===== src/rtl/pll_drp_ctrl.sv =====
// DRP read-modify-write sequencer for a 7-series PLL/MMCM: holds the PLL in reset while
// applying host entries, then releases it and waits for relock. Define PLL_DRP_READBACK_EN for write verify.
module pll_drp_ctrl #(
  parameter int DRDY_TIMEOUT = 64,
  parameter int LOCK_TIMEOUT = 65535,
  parameter int SYNC_STAGES  = 2
) (
  input  logic        clk,
  input  logic        arst_n,
  input  logic        req_valid,
  output logic        req_ready,
  input  logic [6:0]  req_addr,
  input  logic [15:0] req_mask,
  input  logic [15:0] req_data,
  input  logic        req_last,
  output logic        busy,
  output logic        done,
  output logic        err,
  output logic        locked,
  output logic [6:0]  drp_daddr,
  output logic        drp_den,
  output logic        drp_dwe,
  output logic [15:0] drp_di,
  input  logic [15:0] drp_do,
  input  logic        drp_drdy,
  output logic        pll_rst,
  input  logic        pll_locked_i
);
  localparam int TMAX = (DRDY_TIMEOUT > LOCK_TIMEOUT) ? DRDY_TIMEOUT : LOCK_TIMEOUT;
  localparam int CW   = $clog2(TMAX + 1);

  typedef enum logic [3:0] {
    IDLE, RD, RD_WAIT, WR, WR_WAIT, NEXT, LOCK_WAIT
`ifdef PLL_DRP_READBACK_EN
    , RB, RB_WAIT
`endif
  } state_e;

  typedef struct packed {
    logic [6:0]  addr;
    logic [15:0] mask;
    logic [15:0] data;
    logic        last;
  } req_t;

  state_e                 state_q, state_d;
  req_t                   req_q, req_d;
  logic [15:0]            merged_q, merged_d;
  logic [CW-1:0]          cnt_q, cnt_d, tmo_lim;
  logic [SYNC_STAGES-1:0] sync_q;
  logic                   lock_q, seen0_q, seen0_d;
  logic                   in_wait, tmo;

  // Extra lock_q stage after the synchroniser keeps done at least SYNC_STAGES+1 cycles behind LOCKED.
  always_ff @(posedge clk or negedge arst_n) begin
    if (!arst_n) begin
      sync_q <= '0;
      lock_q <= 1'b0;
    end else begin
      sync_q <= {sync_q[SYNC_STAGES-2:0], pll_locked_i};
      lock_q <= sync_q[SYNC_STAGES-1];
    end
  end

  always_ff @(posedge clk or negedge arst_n) begin
    if (!arst_n) begin
      state_q  <= IDLE;
      req_q    <= '0;
      merged_q <= '0;
      cnt_q    <= '0;
      seen0_q  <= 1'b0;
    end else begin
      state_q  <= state_d;
      req_q    <= req_d;
      merged_q <= merged_d;
      cnt_q    <= cnt_d;
      seen0_q  <= seen0_d;
    end
  end

  assign tmo_lim = (state_q == LOCK_WAIT) ? CW'(LOCK_TIMEOUT - 1) : CW'(DRDY_TIMEOUT - 1);
  assign tmo     = (cnt_q == tmo_lim);

  always_comb begin
    state_d   = state_q;
    req_d     = req_q;
    merged_d  = merged_q;
    req_ready = 1'b0;
    drp_den   = 1'b0;
    drp_dwe   = 1'b0;
    done      = 1'b0;
    err       = 1'b0;
    pll_rst   = 1'b1;
    in_wait   = 1'b0;
    case (state_q)
      IDLE: begin
        req_ready = 1'b1;
        pll_rst   = 1'b0;
        if (req_valid) begin
          req_d   = {req_addr, req_mask, req_data, req_last};
          state_d = RD;
        end
      end
      RD: begin
        drp_den = 1'b1;
        state_d = RD_WAIT;
      end
      RD_WAIT: begin
        in_wait = 1'b1;
        if (drp_drdy) begin
          merged_d = (drp_do & req_q.mask) | (req_q.data & ~req_q.mask);
          state_d  = WR;
        end else if (tmo) begin
          err     = 1'b1;
          state_d = IDLE;
        end
      end
      WR: begin
        drp_den = 1'b1;
        drp_dwe = 1'b1;
        state_d = WR_WAIT;
      end
      WR_WAIT: begin
        in_wait = 1'b1;
        if (drp_drdy) begin
`ifdef PLL_DRP_READBACK_EN
          state_d = RB;
`else
          if (req_q.last) state_d = LOCK_WAIT;
          else            state_d = NEXT;
`endif
        end else if (tmo) begin
          err     = 1'b1;
          state_d = IDLE;
        end
      end
`ifdef PLL_DRP_READBACK_EN
      RB: begin
        drp_den = 1'b1;
        state_d = RB_WAIT;
      end
      RB_WAIT: begin
        in_wait = 1'b1;
        if (drp_drdy) begin
          if (drp_do != merged_q) begin
            err     = 1'b1;
            state_d = IDLE;
          end else if (req_q.last) state_d = LOCK_WAIT;
          else                     state_d = NEXT;
        end else if (tmo) begin
          err     = 1'b1;
          state_d = IDLE;
        end
      end
`endif
      NEXT: begin
        req_ready = 1'b1;
        if (req_valid) begin
          req_d   = {req_addr, req_mask, req_data, req_last};
          state_d = RD;
        end
      end
      LOCK_WAIT: begin
        pll_rst = 1'b0;
        in_wait = 1'b1;
        if (seen0_q && lock_q) begin
          done    = 1'b1;
          state_d = IDLE;
        end else if (tmo) begin
          err     = 1'b1;
          state_d = IDLE;
        end
      end
      default: state_d = IDLE;
    endcase
    // Timeout counter restarts on every state change, so it measures time since DEN / LOCK_WAIT entry.
    cnt_d = '0;
    if (in_wait && (state_d == state_q)) cnt_d = cnt_q + CW'(1);
    // A lock already high on entry must drop once before it counts.
    seen0_d = (state_q == LOCK_WAIT) && (seen0_q || !lock_q);
  end

  assign busy      = (state_q != IDLE);
  assign locked    = lock_q & ~busy;
  assign drp_daddr = req_q.addr;
  assign drp_di    = merged_q;

endmodule


===== config.mk =====
export PLATFORM = sky130hd
export DESIGN_NAME = pll_drp_ctrl
export DESIGN_NICKNAME = d
export VERILOG_FILES = /design/src/rtl/pll_drp_ctrl.sv
export SDC_FILE = /design/constraint.sdc
export NUM_CORES = 1
export LEC_CHECK = 0
export CAP_MARGIN = 25
export CORE_UTILIZATION = 53
export DETAILED_ROUTE_END_ITERATION = 16
export GPL_ROUTABILITY_DRIVEN = 0
export HOLD_SLACK_MARGIN = 0.12
export MAX_ROUTING_LAYER = met4
export PLACE_DENSITY = 0.85
export SLEW_MARGIN = 20
export SYNTH_ARGS = -nofsm -noshare
export SYNTH_HDL_FRONTEND = slang
export SYNTH_SLANG_ARGS = --single-unit

===== constraint.sdc =====
create_clock -name clk -period 2.6 [get_ports clk]
set_input_delay 0.52 -clock clk [delete_from_list [all_inputs] [get_ports clk]]
set_output_delay 0.52 -clock clk [all_outputs]
set_load 0.05 [all_outputs]

Word level (Yosys, flattened, before mapping)
Cells that the tools add are included.

Multiplexer cells: 20. Bitwise gates (word level): 6. Add/sub/neg operators: 1. Eq/ne operators: 8. Reductions and logical operators: 14.

Operator list (number): 16-bit AND (2); 16-bit 2-to-1 mux (2); 4-bit one-hot mux with 6 select lines (1); 4-bit 2-to-1 mux (5); 16-bit by 1-bit adder with 16-bit output (second input constant) (1); 16-bit equality test (1); 16-bit NOT (1); 16-bit bitwise OR (1); 4-bit by 3-bit equality test with 1-bit output (second input constant) (3); 1-bit 2-to-1 mux (10); 4-bit by 2-bit equality test with 1-bit output (second input constant) (2); 2-bit OR reduction (4); 4-bit by 1-bit equality test with 1-bit output (second input constant) (1); 4-bit equality test (1); 4-bit logical NOT (1); 2-bit AND reduction (2); 4-bit nonzero test (1); 1-bit logical AND (3); 3-bit OR reduction (1); 2-bit 2-to-1 mux (1); 1-bit one-hot mux with 2 select lines (1); 1-bit AND (1); 1-bit logical NOT (1); 1-bit logical OR (1); 1-bit NOT (1).

Word-level logic and storage cells: 59. Flip-flop bits (word level): 80. Output and inout bits: 31.

Depth between registers and ports, before layout
Gate-level depths: netlist (run 1).

Depth after elaboration: 9. Mapped depth: 7.

Worst setup path before layout (run 1)
No wires, ideal clock.

Path type: flip-flop to flip-flop. Start: register state_q[2]. End: register req_q, in the netlist drp_daddr[4]. Setup time: 0.128 ns. Buffers on the path: 1. Period minus slack after synthesis: 2.411 ns. Slack: 0.189 ns. Data arrival time: 2.283 ns. Stages on the path, launching flop included: 6. Cell sequence: dfrtp_1 -> nor2b_1 -> nor4_2 -> nand2_1 -> buf_2 -> mux2_1.

Cells in the longest elaborated chain, start to end: 3. Elaborated cells on any way between the ends: 4. Classes of those cells: eq/ne (1); reduce/logical (3).

RTL lines: start: declaration (RTL line 46) `state_e state_q, state_d;`; start signal: assignment (RTL line 73) `state_q <= state_d;`; 4-bit by 3-bit equality test with 1-bit output / 4-bit logical NOT (equally long branches) (RTL line 95) `case (state_q)`; 2-bit OR reduction (no source line) (*); 2-bit AND reduction (no source line) (*); end signal: assignment (RTL line 74) `req_q <= req_d;`; end: declaration (RTL line 47) `req_t req_q, req_d;`.

Every way passes the cells marked *; elsewhere a longest branch is shown, timed or not. A chain may end at the register's enable or synchronous reset.

Final worst setup path (run 1)
Start: register state_q[3]. End: output port err.

Cells in the longest elaborated chain, start to end: 6. Elaborated cells on any way between the ends: 10. Classes of those cells: eq/ne (4); mux (5); reduce/logical (1).

RTL lines: 4-bit by 3-bit equality test with 1-bit output (RTL line 81, 95); 16-bit 2-to-1 mux (RTL line 81) `assign tmo_lim = (state_q == LOCK_WAIT) ? CW'(LOCK_TIMEOUT - 1) : CW'(DRDY_TIMEOUT - 1);`; 16-bit equality test (RTL line 82) `assign tmo = (cnt_q == tmo_lim);`; 1-bit 2-to-1 mux (RTL line 113, 132, 169); 1-bit 2-to-1 mux (on tied branches) (RTL line 166, 110); 1-bit one-hot mux with 2 select lines (*) (RTL line 95); end: declaration (RTL line 18) `output logic err,`.

Marks and branches as above.

==> flow_summary.json, run 1 <==
{
  "outcome": "finished clean",
  "startpoint_type": "flop",
  "path_cells": "nand4bb_4, and4_1, a22oi_4, nor2b_2, buf_12",
  "dr.pass1.iters": 5,
  "drt_first_iter_violations": 130,
  "slew_viol_final": 0,
  "ys_seq_area_share_pct": 54.7,
  "io_buffers": 91,
  "rows": 29,
  "clock_path_buffers": 2,
  "critical_path.max_fanout": 11,
  "globalRouteOverflowTotal": 0,
  "synth-edff-count": 0,
  "leakagePower_nw": 2.13,
  "dpl_worst_slack_ns": 0.153,
  "netlist_top_cells_count": "dfrtp_1, mux2_2, nand2_1",
  "vias": 2612,
  "clock_sinks": 80,
  "setup_viol": 0,
  "via_per_inst": 5.48,
  "syn2layout_area_growth_pct": 31.5,
  "slowest_stage": "dfrtp_2",
  "post-route-min-period_ns": 2.45,
  "cts_tree": "done",
  "dp_hpwl_um": 5090,
  "synth.avg_cell_area_um2": 11.9,
  "arrival_ns": 1.93,
  "die_w_um": 85.1,
  "final.setup.worst_slack_ns": 0.153,
  "cts-root-buf": "clkbuf_8",
  "htreeDepth": 3,
  "synth.top_cell.area_share_pct": 54.7,
  "ys_ff_latch": 80,
  "clk_pin_slew_worst_paths_ns": 0.08,
  "dieArea_um2": 7240,
  "core-area_um2": 6490,
  "hp-class": "input pin to async pin",
  "grt_start_max_net_pins": 45,
  "endpoint_kind": "output port",
  "synth_ff_type": "dfrtp_1",
  "synth_area_um2": 3660,
  "drt-wirelength-per-cell_um": 15.4,
  "skew_ns": 0.00645,
  "finalWirelength_um": 7350,
  "final_layout_size_suffix_gt1_share_pct": 19.0,
  "yosysUniqueCellTypes": 42,
  "drc": 0,
  "die_h_um": 85.1,
  "synth.most_common_cell": "dfrtp_1",
  "grt_pass1_vias": 2761,
  "yosysTopAreaCell": "dfrtp_1",
  "synth_area_leaders": "dfrtp_1, mux2_2, mux2i_1, nand2_1, o21ai_0",
  "initial_core_util_pct": 56.3,
  "synth_async_sr_flop_share_pct": 100,
  "rsz0062_at_grt": "no",
  "ant_nets": 0,
  "num-nets-final": 458,
  "fill_cells": 426,
  "grt_pass1_wl_um": 12500,
  "cts_hold_buf": 0,
  "cts_setup_buffers": 0,
  "maxCapViolations": 0,
  "tightest_slew_ns": 0.541,
  "numCtsBuffers": 9,
  "syn_nets": 370,
  "antennaDiodeCount": 0,
  "critPathMaxStageDelay_ns": 0.49,
  "hold_viol": 0,
  "grt_use_total_pct": 23.0,
  "ios": 92,
  "clkLatencyLatePin_ns": 0.34,
  "crit_type": "flop to output port",
  "fmax_mhz": 409,
  "ir_drop_uv": 667,
  "tns_ns": 0,
  "synthCells": 308,
  "powerDensity_nw_per_um2": 987,
  "min_period_over_period_pct": 94.1,
  "critical_path_required_ns": 2.08,
  "antenna_found_initial": 0,
  "relSlewSlack_pct": 63.8,
  "cts_resized": 2,
  "synth_warnings": 0
}
kinds of logic (layout without fill, tap and decap cells):
family,count (synthesis),after routing,synth area share (%)
xor+xnor,13,13,3.11
simple gates,99,99,15.3
other cells,1,1,0.103
flops,80,80,54.7
buf+inv,26,118,3.83
fa+ha+maj,1,1,0.342
mux,56,56,16.7
compound gates,32,32,5.85
report_power, final:
part	switching, W	internal (W)	total (W)	leakage, nW
registers	0.000293	0.00169	0.00198	0.990
logic	0.00106	0.000833	0.00190	1.05
clock network	0.000429	0.000440	0.000869	0.0965
per-stage QoR:
step                      power, W  hold slack (ns)  utilization, %  cells  cell area, µm²
after floorplan            0.00333            0.224               -    308            3660
after global placement     0.00385            0.334            71.1    462            4620
after detailed placement   0.00391            0.337            71.1    462            4620
after CTS                  0.00478            0.147            73.9    477            4800
after global routing       0.00501            0.162            74.1    477            4810
final                      0.00475            0.145            74.1    477            4810
layer usage:
metal | share of wire (%) | track usage (%) | vias up
met4 | 1.2 | 7.55 | 0
met5 | 0 | - | -
met3 | 8.0 | 7.68 | 12
met2 | 48 | 36.8 | 98
li1 | - | - | 1247
met1 | 42 | 27.7 | 1255
critical path: cells and delay by family (launching register included):
kind            cells  cell delay [ns]
flops               1             0.49
simple gates        3             0.66
compound gates      1             0.28
buf+inv             1             0.15
layout make-up:
type	count	area [µm²]	share of cell area (%)
sequential	80	2010	41.7
multi-input combinational	202	1520	31.6
timing repair buffer	96	976	20.3
clock buffer	10	128	2.65
tap	77	96.3	2.00
clock inverter	5	57.6	1.20
inverter	7	26.3	0.546
layout by cell type, fill, tap and decap left out, drive strengths merged, types with 4 or more instances in the layout:
cell	instances
nor4	6
inv	8
a21oi	4
xnor2	8
nor3	5
xor2	5
nor2	17
clkdlybuf4s50	82
a31oi	4
mux2	40
nand4	6
clkbuf	10
nand2	36
dfrtp	80
nand3	6
mux2i	16
o21ai	17
nor2b	6
buf	10
nor3b	6
sequential cells by signal (all words and copies together) (netlist names):
name       count
req_q         33
drp_di        16
lock_q         1
sync_q         2
drp_daddr      7
seen0_q        1
state_q        4
cnt_q         16
path summary, 6_finish.rpt:
check / endpoint / depth (start not counted) / startpoint / slack, ns
min: cnt_q[9]$_DFF_PN0_ / 1 / arst_n / 0.15
max in group asynchronous: state_q[2]$_DFF_PN0_ / 2 / arst_n / 1.85
max: err / 5 / state_q[3]$_DFF_PN0_ / 0.15
min in group clk: sync_q[1]$_DFF_PN0_ / 0 / sync_q[0]$_DFF_PN0_ / 0.35
min reg2reg: sync_q[1]$_DFF_PN0_ / 0 / sync_q[0]$_DFF_PN0_ / 0.35
max reg2reg: cnt_q[5]$_DFF_PN0_ / 6 / state_q[3]$_DFF_PN0_ / 0.61
(Power assumes the default switching activity.)
==> run 2, diff against run 1 <==
- CORE_MARGIN: unset -> 4
- GPL_TIMING_DRIVEN: unset -> 1
- MAX_ROUTING_LAYER: met4 -> unset
==> run 2 against run 1 <==
Count of clock-buffer cells in the layout is 1 lower; combinational power is essentially flat; die area is 15% higher; final cell count rose by 0.84%.
==> flow_summary.json, run 2 (same netlist as run 1, synthesis figures left out) <==
{
  "outcome": "finished clean",
  "rsz0062_at_grt": "no",
  "endpoint_kind": "output port",
  "clock_sinks": 80,
  "antenna_found_initial": 0,
  "rows": 30,
  "antennaDiodeCount": 0,
  "pwr-share-seq_pct": 40.3,
  "numCtsBuffers": 9,
  "syn2layout_area_growth_pct": 32.6,
  "min_period_over_period_pct": 96.6,
  "dr.max_layer_used": "met4",
  "io_buffers": 91,
  "core-area_um2": 6760,
  "largest_register_ff_count": 33,
  "post-route-min-period_ns": 2.51,
  "clock_path_buffers": 2,
  "multi_input_area_um2": 1520,
  "largest_register": "req_q",
  "power_switching_w": 0.00187,
  "setup_viol": 0,
  "die_h_um": 91.1,
  "fill_cells": 465,
  "final_common_cell": "clkdlybuf4s50_1",
  "ios": 92,
  "dr.pass1.iters": 4,
  "critical_path_required_ns": 2.08,
  "hp-class": "input pin to async pin",
  "internal-power_w": 0.00307,
  "relSlewSlack_pct": 63.4,
  "final_layout_size_suffix_gt1_share_pct": 19.0,
  "cts_hold_buf": 0,
  "startpoint_type": "flop",
  "num-nets-final": 458,
  "drc": 0,
  "drt_first_iter_violations": 122,
  "wl_met2_um": 3960,
  "worstReg2RegEnd": "cnt_q[5]$_DFF_PN0_",
  "ant_nets": 0,
  "cts_setup_buffers": 0,
  "via_per_inst": 5.50,
  "p_comb_share_pct": 38.7,
  "clkPwrFrac_pct": 21.0,
  "grt_pass1_wl_um": 13300,
  "ir_drop_uv": 586,
  "maxCapViolations": 0,
  "slew_viol_final": 0,
  "arrival_ns": 1.99,
  "dpl_worst_slack_ns": 0.201,
  "netSwitchingFraction_pct": 37.9,
  "grt_start_max_net_pins": 47,
  "die_w_um": 91.1,
  "tightest_slew_ns": 0.548,
  "vias": 2646,
  "powerDensity_nw_per_um2": 1020,
  "crit_type": "flop to output port",
  "cts_tree": "done",
  "drt-met1-wl_um": 3190,
  "globalRouteOverflowTotal": 0,
  "hold_viol": 0,
  "initial_core_util_pct": 54.1,
  "clk_pin_slew_worst_paths_ns": 0.08,
  "grt_use_total_pct": 20.1,
  "final.setup.worst_slack_ns": 0.0873,
  "ff2ff_setup_slack_ns": 0.58,
  "dp_hpwl_um": 5640,
  "cts-root-buf": "clkbuf_8",
  "skew_ns": 0.0151,
  "htreeDepth": 3,
  "drt-wirelength-per-cell_um": 16.4,
  "tns_ns": 0,
  "regArea_um2": 2000,
  "critical_path.max_fanout": 13,
  "dr_wl_met3_um": 587,
  "grt_pass1_vias": 2797,
  "worstRegToRegCells": 6,
  "finalWirelength_um": 7910,
  "fmax_mhz": 398,
  "leakagePower_nw": 2.15,
  "dieArea_um2": 8290,
  "layout_common_cells": "clkdlybuf4s50_1, dfrtp_1, mux2_2",
  "clkLatencyLatePin_ns": 0.35,
  "r2r-start": "state_q[1]$_DFF_PN0_"
}
-- run 2: changes by cell type in the layout (fill, tap and decap cells not counted), sizes merged --
cell / before / now
clkinv: 3 / 1
clkbuf: 10 / 9
clkinvlp: 0 / 1
bufinv: 1 / 2
inv: 8 / 10
-- run 2: metal layers --
metal,vias to the layer above,global-route usage [%]
li1,1245,-
met1,1306,23.6
met2,82,33.8
met3,13,6.13
met4,0,8.92
met5,-,0
-- run 2: critical path, stage by stage (launching register included) --
cell and delay [ns]:
dfrtp_1 0.61, nand4bb_4 0.21, and4_1 0.27, a22oi_4 0.28
nor2b_1 0.12, buf_12 0.16
-- run 2: area by class of cell --
type	count	share of cell area (%)
Multi-Input combinational cell	202	31.3
Inverter	7	0.542
Tap cell	80	2.06
Clock buffer	9	2.55
Clock inverter	7	2.09
Timing Repair Buffer	96	20.1
Sequential cell	80	41.3
-- run 2: power by group through the flow --
stage | Combinational, W | Clock (W) | Sequential [W]
final | 0.00191 | 0.00104 | 0.00199
after detailed placement | 0.00194 | 0 | 0.00200
after floorplan | 0.00104 | 0 | 0.00229
after global placement | 0.00187 | 0 | 0.00198
after global routing | 0.00204 | 0.00110 | 0.00205
after CTS | 0.00194 | 0.00105 | 0.00199
-- run 2: repair_timing --
item	in CTS	in global routing
setup endpoints to repair	2	3
endpoints found under the hold margin	0	0
gates resized for setup	2	4
-- run 2: how the worst max path moves through the flow --
stage	start	endpoint	slack, ns	cells past startpoint
after detailed placement	drp_drdy	err	0.20	6
after global routing	state_q[1]$_DFF_PN0_	err	0.005	5
after floorplan	state_q[2]$_DFF_PN0_	drp_daddr[4]$_DFFE_PN0P_	0.19	5
after global placement	drp_drdy	err	0.20	6
final	state_q[1]$_DFF_PN0_	err	0.09	5
after CTS	state_q[3]$_DFF_PN0_	err	0.03	5
-- run 2: stage by stage --
step                cells  instance area (µm²)  utilization [%]  power [W]  hold slack, ns
floorplan             308                 3660                -    0.00333           0.224
global placement      465                 4620             68.4    0.00385           0.333
detailed placement    465                 4620             68.4    0.00395           0.338
CTS                   481                 4840             71.7    0.00498           0.129
global route          481                 4850             71.8    0.00519           0.151
finish                481                 4850             71.8    0.00494           0.121
